[config.mk]
export PLATFORM = sky130hd
export DESIGN_NAME = cv32e40s_prefetch_queue
export DESIGN_NICKNAME = d
export VERILOG_FILES = /design/src/rtl/cv32e40s_prefetch_queue_pkg.sv /design/src/rtl/cv32e40s_prefetch_fifo.sv /design/src/rtl/cv32e40s_prefetch_queue_checker.sv /design/src/rtl/cv32e40s_prefetch_queue.sv
export SDC_FILE = /design/constraint.sdc
export NUM_CORES = 1
export LEC_CHECK = 0
export ABC_AREA = 1
export CAP_MARGIN = 0
export CORE_ASPECT_RATIO = 1.25
export CORE_MARGIN = 1
export CORE_UTILIZATION = 26
export CTS_CLUSTER_SIZE = 28
export DETAILED_ROUTE_END_ITERATION = 12
export GPL_TIMING_DRIVEN = 0
export PLACE_DENSITY = 0.42
export SLEW_MARGIN = 20
export SYNTH_ARGS = -nofsm -noshare
export SYNTH_HDL_FRONTEND = slang
export SYNTH_HIERARCHICAL = 1
export SYNTH_SLANG_ARGS = --single-unit
export TNS_END_PERCENT = 5
[constraint.sdc]
create_clock -name clk -period 2.88 [get_ports clk]
set_input_delay 0.576 -clock clk [delete_from_list [all_inputs] [get_ports clk]]
set_output_delay 0.576 -clock clk [all_outputs]
set_load 0.03 [all_outputs]
[src/rtl/cv32e40s_prefetch_queue_pkg.sv]
// Shared types and helpers for the OBI instruction prefetch queue.
package cv32e40s_prefetch_queue_pkg;

  typedef struct packed {
    logic [31:0] rdata;
    logic [31:0] addr;
    logic        err;
  } prefetch_entry_t;

  localparam logic [31:0] WORD_INCR = 32'd4;

  function automatic logic [31:0] word_align(input logic [31:0] addr);
    return {addr[31:2], 2'b00};
  endfunction

endpackage

[src/rtl/cv32e40s_prefetch_fifo.sv]
// Response FIFO with wrap-around pointers; the head is read straight from storage.
module cv32e40s_prefetch_fifo
  import cv32e40s_prefetch_queue_pkg::*;
#(
  parameter int unsigned DEPTH   = 4,
  parameter type         entry_t = prefetch_entry_t,
  localparam int unsigned AW     = $clog2(DEPTH)
) (
  input  logic          clk,
  input  logic          rst_n,
  input  logic          push,
  input  entry_t        push_data,
  input  logic          pop,
  input  logic          flush,
  output logic [AW:0]   count,
  output logic          empty,
  output logic          full,
  output entry_t        head
);

  localparam logic [AW:0] PTR_ONE = (AW+1)'(1);

  logic [AW:0] wptr_r;
  logic [AW:0] rptr_r;
  entry_t      mem_r [DEPTH];
  logic        do_pop_s;

  assign do_pop_s = pop & ~empty;
  assign count    = wptr_r - rptr_r;
  assign empty    = (wptr_r == rptr_r);
  assign full     = (wptr_r[AW] != rptr_r[AW]) && (wptr_r[AW-1:0] == rptr_r[AW-1:0]);
  assign head     = mem_r[rptr_r[AW-1:0]];

  // Pointer update; flush empties the queue in one edge
  always_ff @(posedge clk or negedge rst_n) begin
    if (!rst_n) begin
      wptr_r <= '0;
      rptr_r <= '0;
    end else if (flush) begin
      wptr_r <= '0;
      rptr_r <= '0;
    end else begin
      if (push) begin
        wptr_r <= wptr_r + PTR_ONE;
      end
      if (do_pop_s) begin
        rptr_r <= rptr_r + PTR_ONE;
      end
    end
  end

  // Entry storage
  always_ff @(posedge clk or negedge rst_n) begin
    if (!rst_n) begin
      for (int i = 0; i < DEPTH; i++) begin
        mem_r[i] <= '0;
      end
    end else if (push && !flush) begin
      mem_r[wptr_r[AW-1:0]] <= push_data;
    end
  end

endmodule

[src/rtl/cv32e40s_prefetch_queue_checker.sv]
// Protocol and overflow properties of the prefetch queue.
module cv32e40s_prefetch_queue_checker #(
  parameter int unsigned MAX_OUTSTANDING = 2,
  parameter int unsigned OW              = 2
) (
  input logic          clk,
  input logic          rst_n,
  input logic          resp_valid,
  input logic [OW-1:0] outstanding,
  input logic          push,
  input logic          pop,
  input logic          fifo_full
);

  a_resp_needs_request: assert property (@(posedge clk) disable iff (!rst_n)
    resp_valid |-> (outstanding != '0));

  a_no_overflow: assert property (@(posedge clk) disable iff (!rst_n)
    (push && fifo_full) |-> pop);

  a_outstanding_bound: assert property (@(posedge clk) disable iff (!rst_n)
    outstanding <= OW'(MAX_OUTSTANDING));

endmodule

[src/rtl/cv32e40s_prefetch_queue.sv]
// Instruction prefetcher: credit-limited OBI issue, flush-by-count discard and a response FIFO.
module cv32e40s_prefetch_queue
  import cv32e40s_prefetch_queue_pkg::*;
#(
  parameter int unsigned DEPTH           = 4,
  parameter int unsigned MAX_OUTSTANDING = 2
) (
  input  logic                                   clk,
  input  logic                                   rst_n,
  input  logic                                   branch_i,
  input  logic [31:0]                            branch_addr_i,
  input  logic                                   fetch_enable_i,
  output logic                                   trans_valid_o,
  input  logic                                   trans_ready_i,
  output logic [31:0]                            trans_addr_o,
  input  logic                                   resp_valid_i,
  input  logic [31:0]                            resp_rdata_i,
  input  logic                                   resp_err_i,
  output logic                                   out_valid_o,
  input  logic                                   out_ready_i,
  output logic [31:0]                            out_rdata_o,
  output logic [31:0]                            out_addr_o,
  output logic                                   out_err_o,
  output logic [$clog2(MAX_OUTSTANDING+1)-1:0]   outstanding_o,
  output logic                                   busy_o
);

  localparam int unsigned OW = $clog2(MAX_OUTSTANDING+1);
  localparam int unsigned AW = $clog2(DEPTH);
  localparam int unsigned SW = ((OW > AW + 1) ? OW : AW + 1) + 1;
  localparam logic [OW-1:0] CNT_ONE = OW'(1);

  logic [31:0]     fetch_ptr_r;
  logic [31:0]     resp_addr_r;
  logic [OW-1:0]   outstanding_r;
  logic [OW-1:0]   discard_r;
  logic [31:0]     branch_target_s;
  logic [OW-1:0]   live_s;
  logic [AW:0]     fifo_count_s;
  logic [AW:0]     fifo_eff_s;
  logic [SW-1:0]   credit_s;
  logic            fifo_empty_s;
  logic            fifo_full_s;
  logic            issue_s;
  logic            push_s;
  logic            pop_s;
  prefetch_entry_t push_entry_s;
  prefetch_entry_t head_s;

  assign branch_target_s = word_align(branch_addr_i);
  assign issue_s         = trans_valid_o & trans_ready_i;
  assign push_s          = resp_valid_i & ~branch_i & (discard_r == '0);
  assign pop_s           = out_valid_o & out_ready_i;
  assign push_entry_s    = '{rdata: resp_rdata_i, addr: resp_addr_r, err: resp_err_i};

  // Issue credit: flushed requests still hold a bus slot but no FIFO slot
  always_comb begin
    live_s   = outstanding_r - discard_r;
    fifo_eff_s = branch_i ? '0 : fifo_count_s;
    credit_s = SW'(live_s) + SW'(fifo_eff_s);
    trans_valid_o = fetch_enable_i && (outstanding_r < OW'(MAX_OUTSTANDING))
                    && (credit_s < SW'(DEPTH));
    if (branch_i) begin
      trans_addr_o = branch_target_s;
    end else begin
      trans_addr_o = fetch_ptr_r;
    end
  end

  // Head presentation; fields read as zero while the FIFO is empty
  always_comb begin
    out_valid_o = ~fifo_empty_s;
    if (out_valid_o) begin
      out_rdata_o = head_s.rdata;
      out_addr_o  = head_s.addr;
      out_err_o   = head_s.err;
    end else begin
      out_rdata_o = 32'h0000_0000;
      out_addr_o  = 32'h0000_0000;
      out_err_o   = 1'b0;
    end
  end

  assign outstanding_o = outstanding_r;
  assign busy_o        = (outstanding_r != '0);

  // Fetch and response address pointers
  always_ff @(posedge clk or negedge rst_n) begin
    if (!rst_n) begin
      fetch_ptr_r <= 32'h0000_0000;
      resp_addr_r <= 32'h0000_0000;
    end else begin
      if (issue_s) begin
        fetch_ptr_r <= trans_addr_o + WORD_INCR;
      end else if (branch_i) begin
        fetch_ptr_r <= branch_target_s;
      end
      if (branch_i) begin
        resp_addr_r <= branch_target_s;
      end else if (push_s) begin
        resp_addr_r <= resp_addr_r + WORD_INCR;
      end
    end
  end

  // In-flight and discard accounting; a response in the branch cycle is already gone
  always_ff @(posedge clk or negedge rst_n) begin
    if (!rst_n) begin
      outstanding_r <= '0;
      discard_r     <= '0;
    end else begin
      case ({issue_s, resp_valid_i})
        2'b10:   outstanding_r <= outstanding_r + CNT_ONE;
        2'b01:   outstanding_r <= outstanding_r - CNT_ONE;
        default: outstanding_r <= outstanding_r;
      endcase
      if (branch_i) begin
        discard_r <= resp_valid_i ? (outstanding_r - CNT_ONE) : outstanding_r;
      end else if (resp_valid_i && (discard_r != '0)) begin
        discard_r <= discard_r - CNT_ONE;
      end
    end
  end

  cv32e40s_prefetch_fifo #(
    .DEPTH   (DEPTH),
    .entry_t (prefetch_entry_t)
  ) u_fifo (
    .clk       (clk),
    .rst_n     (rst_n),
    .push      (push_s),
    .push_data (push_entry_s),
    .pop       (pop_s),
    .flush     (branch_i),
    .count     (fifo_count_s),
    .empty     (fifo_empty_s),
    .full      (fifo_full_s),
    .head      (head_s)
  );

  cv32e40s_prefetch_queue_checker #(
    .MAX_OUTSTANDING (MAX_OUTSTANDING),
    .OW              (OW)
  ) u_checker (
    .clk         (clk),
    .rst_n       (rst_n),
    .resp_valid  (resp_valid_i),
    .outstanding (outstanding_r),
    .push        (push_s),
    .pop         (pop_s),
    .fifo_full   (fifo_full_s)
  );

endmodule

==> out/metrics.csv, run 1 <==
stage;metric;value;unit
status;status;finished, violations left;
status;violations;negative setup slack;
global_routing;overflow;0;
sta;fmax;297;MHz
drt;drt-wirelength-per-cell;18.6;um
placement;dp_slack;-1.66;ns
global_routing;grt_max_degree;91;
sta;rsz0062_at_grt;yes;
run;maxCapViolations;0;
power_and_ir_drop;leakage;10.1;nW
floorplanning;dieArea;65000;um^2
drt;first_pass_iters;5;
critical_path;cp-end-kind;primary output;
cts;tritoncts;done;
sta;final_hold_viol_count;0;
layout;nets;2436;
critical_path;rr_worst_depth;17;
floorplanning;die_y;285;um
cts;cts_max_level;2;
cts;cts_root_buffer;clkbuf_16;
layout;syn_to_final_growth;28.7;%
drt;vias_per_cell;4.69;
drt;totalWireLength;59900;um
cts;clk_pin_slew;0.06;ns
drt;drt_iter0_markers;1197;
hold_path;hold_class;in2async;
sta;finClkSkew;0.0183;ns
floorplanning;pin_count;174;
sta;tightest_slew;0.706;ns
power_and_ir_drop;switching_share;0.322;
global_routing;grt.total_usage;0.184;
drt;antenna_violating_nets_post_route;0;
synthesis;synth_area;16600;um^2
drt;drc_errors;0;
cts;clock-sinks;332;
sta;slew_violations;0;
critical_path;cp_max_fo;3;
power_and_ir_drop;combinationalPowerShare;0.241;
sta;max_slew_margin;0.529;
critical_path;cp-start-kind;flop;
cts;cts_hold_buf;0;
critical_path;rrSetupSlack;-0.31;ns
critical_path;required;2.30;ns
power_and_ir_drop;p_seq_frac;0.402;
synthesis;synth.avg_cell_area;7.89;um^2
floorplanning;start_util;0.263;
critical_path;crit_arrival;2.79;ns
layout;mostFrequentLayoutCells;nand2_1, o21ai_0, dfrtp_1;
sta;min_period;3.36;ns
power_and_ir_drop;internal_power;0.0101;W
sta;holdWs;0.0203;ns
drt;vias;15100;
synthesis;synth_warnings;6;
power_and_ir_drop;p_per_area;695;nW/um^2
cts;cts_buffer_depth;3;
synthesis;syn_inst;2107;
sta;setup_slack;-0.485;ns
layout;drive_gt1_frac;0.146;
critical_path;r2r_end;outstanding_o[1];
layout;n_antenna_cell;0;
floorplanning;row_count;103;
critical_path;crit_type;reg2out;
global_routing;grt_pass1_wl;92400;um
layout;final_common_cell;nand2_1;
sta;setup-violations-final;92;
global_routing;grt_pass1_vias;15400;
sta;post-route-period-util;1.17;
power_and_ir_drop;irDropWorstVdd;0.353;mV
power_and_ir_drop;p_sw;0.00479;W
placement;dpl.hpwl;41700;um
placement;routabilityCongestion;0.862;
critical_path;r2r-start;u_fifo/rptr_r[1];
floorplanning;chipWidth;228;um
placement;io_buffers;171;
floorplanning;core-area;63300;um^2
power_and_ir_drop;clkPwrFrac;0.357;
global_routing;antenna_found_initial;0;
cts;numCtsBuffers;41;
cts;insertion_delay;0.57;ns
==> power groups by stage <==
stage	Clock [W]	Sequential [W]	Combinational, W
after floorplan	0	0.00594	0.00219
after global placement	0	0.00605	0.00338
after detailed placement	0	0.00605	0.00343
after CTS	0.00549	0.00598	0.00359
after global routing	0.00568	0.00609	0.00405
final	0.00531	0.00598	0.00358
==> repair_timing <==
item,in CTS,in global routing
gates resized for setup,394,125
pin swaps,11,10
setup endpoints to repair,394,295
buffers inserted,15,7
cloned,2,1
==> worst max-delay path, stage by stage, from the launching register on <==
cell and delay (ns):
dfrtp_1 0.40, inv_2 0.08, buf_12 0.13, clkbuf_16 0.14, fa_2 0.59, inv_2 0.05, nor2_2 0.08, ha_1 0.23
nand2_1 0.07, nor2_2 0.05, o21ai_4 0.13, nand2_2 0.09, inv_2 0.06, buf_6 0.12
==> worst max path at each step <==
stage / startpoint / endpoint / slack, ns / cells past startpoint
after global placement: rst_n / u_fifo/mem_r[216] / -14.34 / 1
after floorplan: u_fifo/rptr_r[1] / outstanding_o[1] / 0.08 / 15
after detailed placement: u_fifo/rptr_r[1] / out_rdata_o[2] / -1.66 / 12
after global routing: u_fifo/rptr_r[1] / trans_valid_o / -0.56 / 13
final: u_fifo/rptr_r[1] / trans_valid_o / -0.48 / 13
after CTS: u_fifo/rptr_r[1] / trans_valid_o / -0.56 / 13
==> final cells by class <==
class | count | area [um^2]
multi-input combinational | 1439 | 7070
timing repair buffer | 198 | 1970
tap | 840 | 1050
fill | 6713 | 41900
buffer | 118 | 806
inverter | 219 | 837
sequential | 332 | 8310
clock inverter | 10 | 140
clock buffer | 60 | 1230
==> sequential cells by signal, summed over array words and instances (netlist names) <==
name	cells
discard_r	2
fetch_ptr_r	32
outstanding_o	2
resp_addr_r	30
u_fifo/mem_r	260
u_fifo/rptr_r	3
u_fifo/wptr_r	3
==> metal layers <==
metal	up-vias	part of all wire	wire length (um)	global-route usage
li1	7262	-	-	-
met1	7315	0.43	25800	0.229
met2	413	0.50	30100	0.325
met3	93	0.041	2440	0.0284
met4	0	0.027	1600	0.0592
met5	-	0	0	0
==> metrics by stage <==
stage	TNS [ns]	std cells	power (W)	instance area, um^2	utilization
6_report	-19.66	3216	0.0149	21400	0.338
5_1_grt	-27.84	3216	0.0158	21400	0.338
4_1_cts	-23.84	3209	0.0151	21300	0.337
3_5_place_dp	-378.82	3122	0.00949	19500	0.308
3_3_place_gp	-5108.98	3119	0.00944	19400	0.307
2_1_floorplan	0	2108	0.00813	16600	-
No activity file was read; power rests on OpenSTA's default activity.
==> run 2, diff against run 1 <==
--- a/config.mk
+++ b/config.mk
@@ -10,6 +10,7 @@
 export CORE_ASPECT_RATIO = 1.25
 export CORE_MARGIN = 1
 export CORE_UTILIZATION = 26
+export CTS_CLUSTER_DIAMETER = 40
 export CTS_CLUSTER_SIZE = 28
 export DETAILED_ROUTE_END_ITERATION = 12
 export GPL_TIMING_DRIVEN = 0
==> run 2 against run 1 <==
Compared with the run above: the flow still finishes with violations (negative setup slack); largest cell class unchanged; critical path depth unchanged; via count up 2.2%; clock skew up 0.0089 ns; global-route usage up 0.29 points; utilization up 2.1 points; largest power group is now clock; combinational power about the same; maximum frequency up 0.18%; final area up 6.1%; power up 25%; first-iteration DRC count down 4.3%; register-to-register slack better by 0.03 ns; critical path type unchanged; worst hold slack worse by 0.020 ns.
==> out/metrics.csv, run 2 (same netlist as run 1, synthesis figures left out) <==
stage;metric;value;unit
status;status;finished, violations left;
status;violations;negative setup slack;
critical_path;path_delay_family;adder cells;
layout;nFillCells;6627;
placement;dp_slack;-1.66;ns
power_and_ir_drop;leakage;10.7;nW
run;maxCapViolations;0;
layout;drive_gt1_frac;0.167;
sta;fmax;298;MHz
floorplanning;row_count;103;
sta;max_slew_margin;0.538;
layout;register_area;8310;um^2
drt;antenna_violating_nets_post_route;0;
cts;cts_max_level;3;
sta;rsz0062_at_grt;yes;
power_and_ir_drop;p_per_area;817;nW/um^2
sta;holdWs;0.000279;ns
drt;vias_per_cell;4.69;
placement;routabilityCongestion;0.862;
hold_path;hold_class;in2async;
global_routing;grt_pass1_wl;93700;um
sta;min_period;3.36;ns
critical_path;crit_slowest_cell;fa_2;
layout;nets;2469;
critical_path;cp-start-kind;flop;
critical_path;required;2.30;ns
drt;first_pass_iters;5;
floorplanning;pin_count;174;
critical_path;crit_buf_inv;6;
floorplanning;chipWidth;228;um
floorplanning;core-area;63300;um^2
layout;largest_register_ffs;260;
layout;final_common_cell;nand2_1;
cts;tritoncts;done;
floorplanning;dieArea;65000;um^2
layout;syn_to_final_growth;36.5;%
floorplanning;start_util;0.263;
placement;place_area;19500;um^2
sta;post-route-period-util;1.17;
cts;insertion_delay;0.60;ns
layout;n_antenna_cell;0;
critical_path;r2r_end;outstanding_o[1];
layout;regMostFlops;u_fifo/mem_r;
sta;tightest_slew;0.694;ns
placement;io_buffers;171;
layout;mostFrequentLayoutCells;nand2_1, o21ai_0, dfrtp_1;
layout;reg.largest.list;u_fifo/mem_r (260), fetch_ptr_r (32), resp_addr_r (30);
sta;finClkSkew;0.0272;ns
global_routing;grt_pass1_vias;15800;
floorplanning;die_y;285;um
drt;vias;15400;
sta;slew_violations;0;
drt;drc_errors;0;
critical_path;crit_arrival;2.78;ns
critical_path;cp_max_fo;3;
critical_path;cp-end-kind;primary output;
critical_path;slowest_delay;0.59;ns
placement;dpl.hpwl;41700;um
global_routing;antenna_found_initial;0;
layout;utilization;0.359;
critical_path;r2r-start;u_fifo/rptr_r[1];
drt;drt-wirelength-per-cell;18.5;um
critical_path;crit_type;reg2out;
critical_path;crit_chain;inv_2, buf_12, clkbuf_16, fa_2, inv_2, nor2_2, ha_1, nand2_1, nor2_2, o21ai_4, nand2_2, inv_2, buf_6;
cts;cts_hold_buf;0;
sta;final_hold_viol_count;0;
sta;setup-violations-final;89;
cts;cts_root_buffer;clkbuf_16;
drt;totalWireLength;60700;um
sta;setup_slack;-0.479;ns
layout;design_area;22700;um^2
power_and_ir_drop;irDropWorstVdd;0.483;mV
layout;multiInputGateArea;7060;um^2
cts;clk_pin_slew;0.05;ns
critical_path;rrSetupSlack;-0.28;ns
critical_path;crit_top_cell;inv_2;
cts;numCtsBuffers;75;
cts;cts_buffer_depth;3;
global_routing;grt.total_usage;0.187;
global_routing;overflow;0;
cts;clock-sinks;332;
global_routing;grt_max_degree;91;
critical_path;rr_worst_depth;17;
drt;drt_iter0_markers;1146;
[run 2: changes by cell type in the layout (fill, tap and decap cells not counted), sizes merged]
| cell | previous run | this run |
|---|---|---|
| clkbuf | 122 | 158 |
| clkinv | 3 | 13 |
| inv | 220 | 230 |
| buf | 131 | 124 |
| bufinv | 3 | 10 |
| clkdlybuf4s15 | 21 | 28 |
| clkinvlp | 3 | 8 |
[run 2: what timing repair did]
action	CTS	global route
resized for setup	397	92
buffers inserted	15	5
pin swaps	9	12
hold endpoints to repair	0	0
cloned	2	1
setup endpoints to repair	394	285
[run 2: worst max path at each step]
stage                      from  depth (start not counted)  slack, ns                end
2_1_floorplan  u_fifo/rptr_r[1]                         15       0.08   outstanding_o[1]
3_3_place_gp              rst_n                          1     -14.34  u_fifo/mem_r[216]
3_5_place_dp   u_fifo/rptr_r[1]                         12      -1.66     out_rdata_o[2]
4_1_cts        u_fifo/rptr_r[1]                         13      -0.58      trans_valid_o
5_1_grt        u_fifo/rptr_r[1]                         13      -0.57      trans_valid_o
6_report       u_fifo/rptr_r[1]                         13      -0.48      trans_valid_o
[run 2: report_power, final]
group	switching [W]	total (W)	leakage [nW]	internal [W]
logic	0.00218	0.00358	5.00	0.00140
registers	0.000507	0.00599	4.43	0.00548
clock network	0.00291	0.00898	1.28	0.00607
total	0.00560	0.0185	10.7	0.0129
[run 2: final cells by class]
class                           count  area share
Inverter                          219      0.0369
Sequential cell                   332       0.366
Timing Repair Buffer              197      0.0873
Multi-Input combinational cell   1439       0.311
Clock buffer                       97      0.0921
Buffer                            118      0.0355
Tap cell                          840      0.0463
Clock inverter                     42      0.0251
[run 2: layer usage]
layer / vias to the layer above / wire [um] / global-route usage / share of wire
li1: 7368 / - / - / -
met1: 7496 / 25900 / 0.227 / 0.43
met2: 431 / 30100 / 0.325 / 0.50
met3: 113 / 2800 / 0.0323 / 0.046
met4: 0 / 1960 / 0.0789 / 0.032
met5: - / 0 / 0 / 0
[run 2: through the flow]
stage	std cells	setup TNS (ns)	total power, W
2_1_floorplan	2108	0	0.00813
3_3_place_gp	3119	-5108.98	0.00944
3_5_place_dp	3122	-378.82	0.00949
4_1_cts	3278	-25.18	0.0188
5_1_grt	3284	-29.58	0.0196
6_report	3284	-21.01	0.0185
==> run 3, diff against run 2 <==
--- a/config.mk
+++ b/config.mk
@@ -13,6 +13,7 @@
 export CTS_CLUSTER_DIAMETER = 40
 export CTS_CLUSTER_SIZE = 28
 export DETAILED_ROUTE_END_ITERATION = 12
+export GPL_ROUTABILITY_DRIVEN = 0
 export GPL_TIMING_DRIVEN = 0
 export PLACE_DENSITY = 0.42
 export SLEW_MARGIN = 20
==> results of run 3 <==
No change in the layout: final DEF, timing and power equal those of run 2.
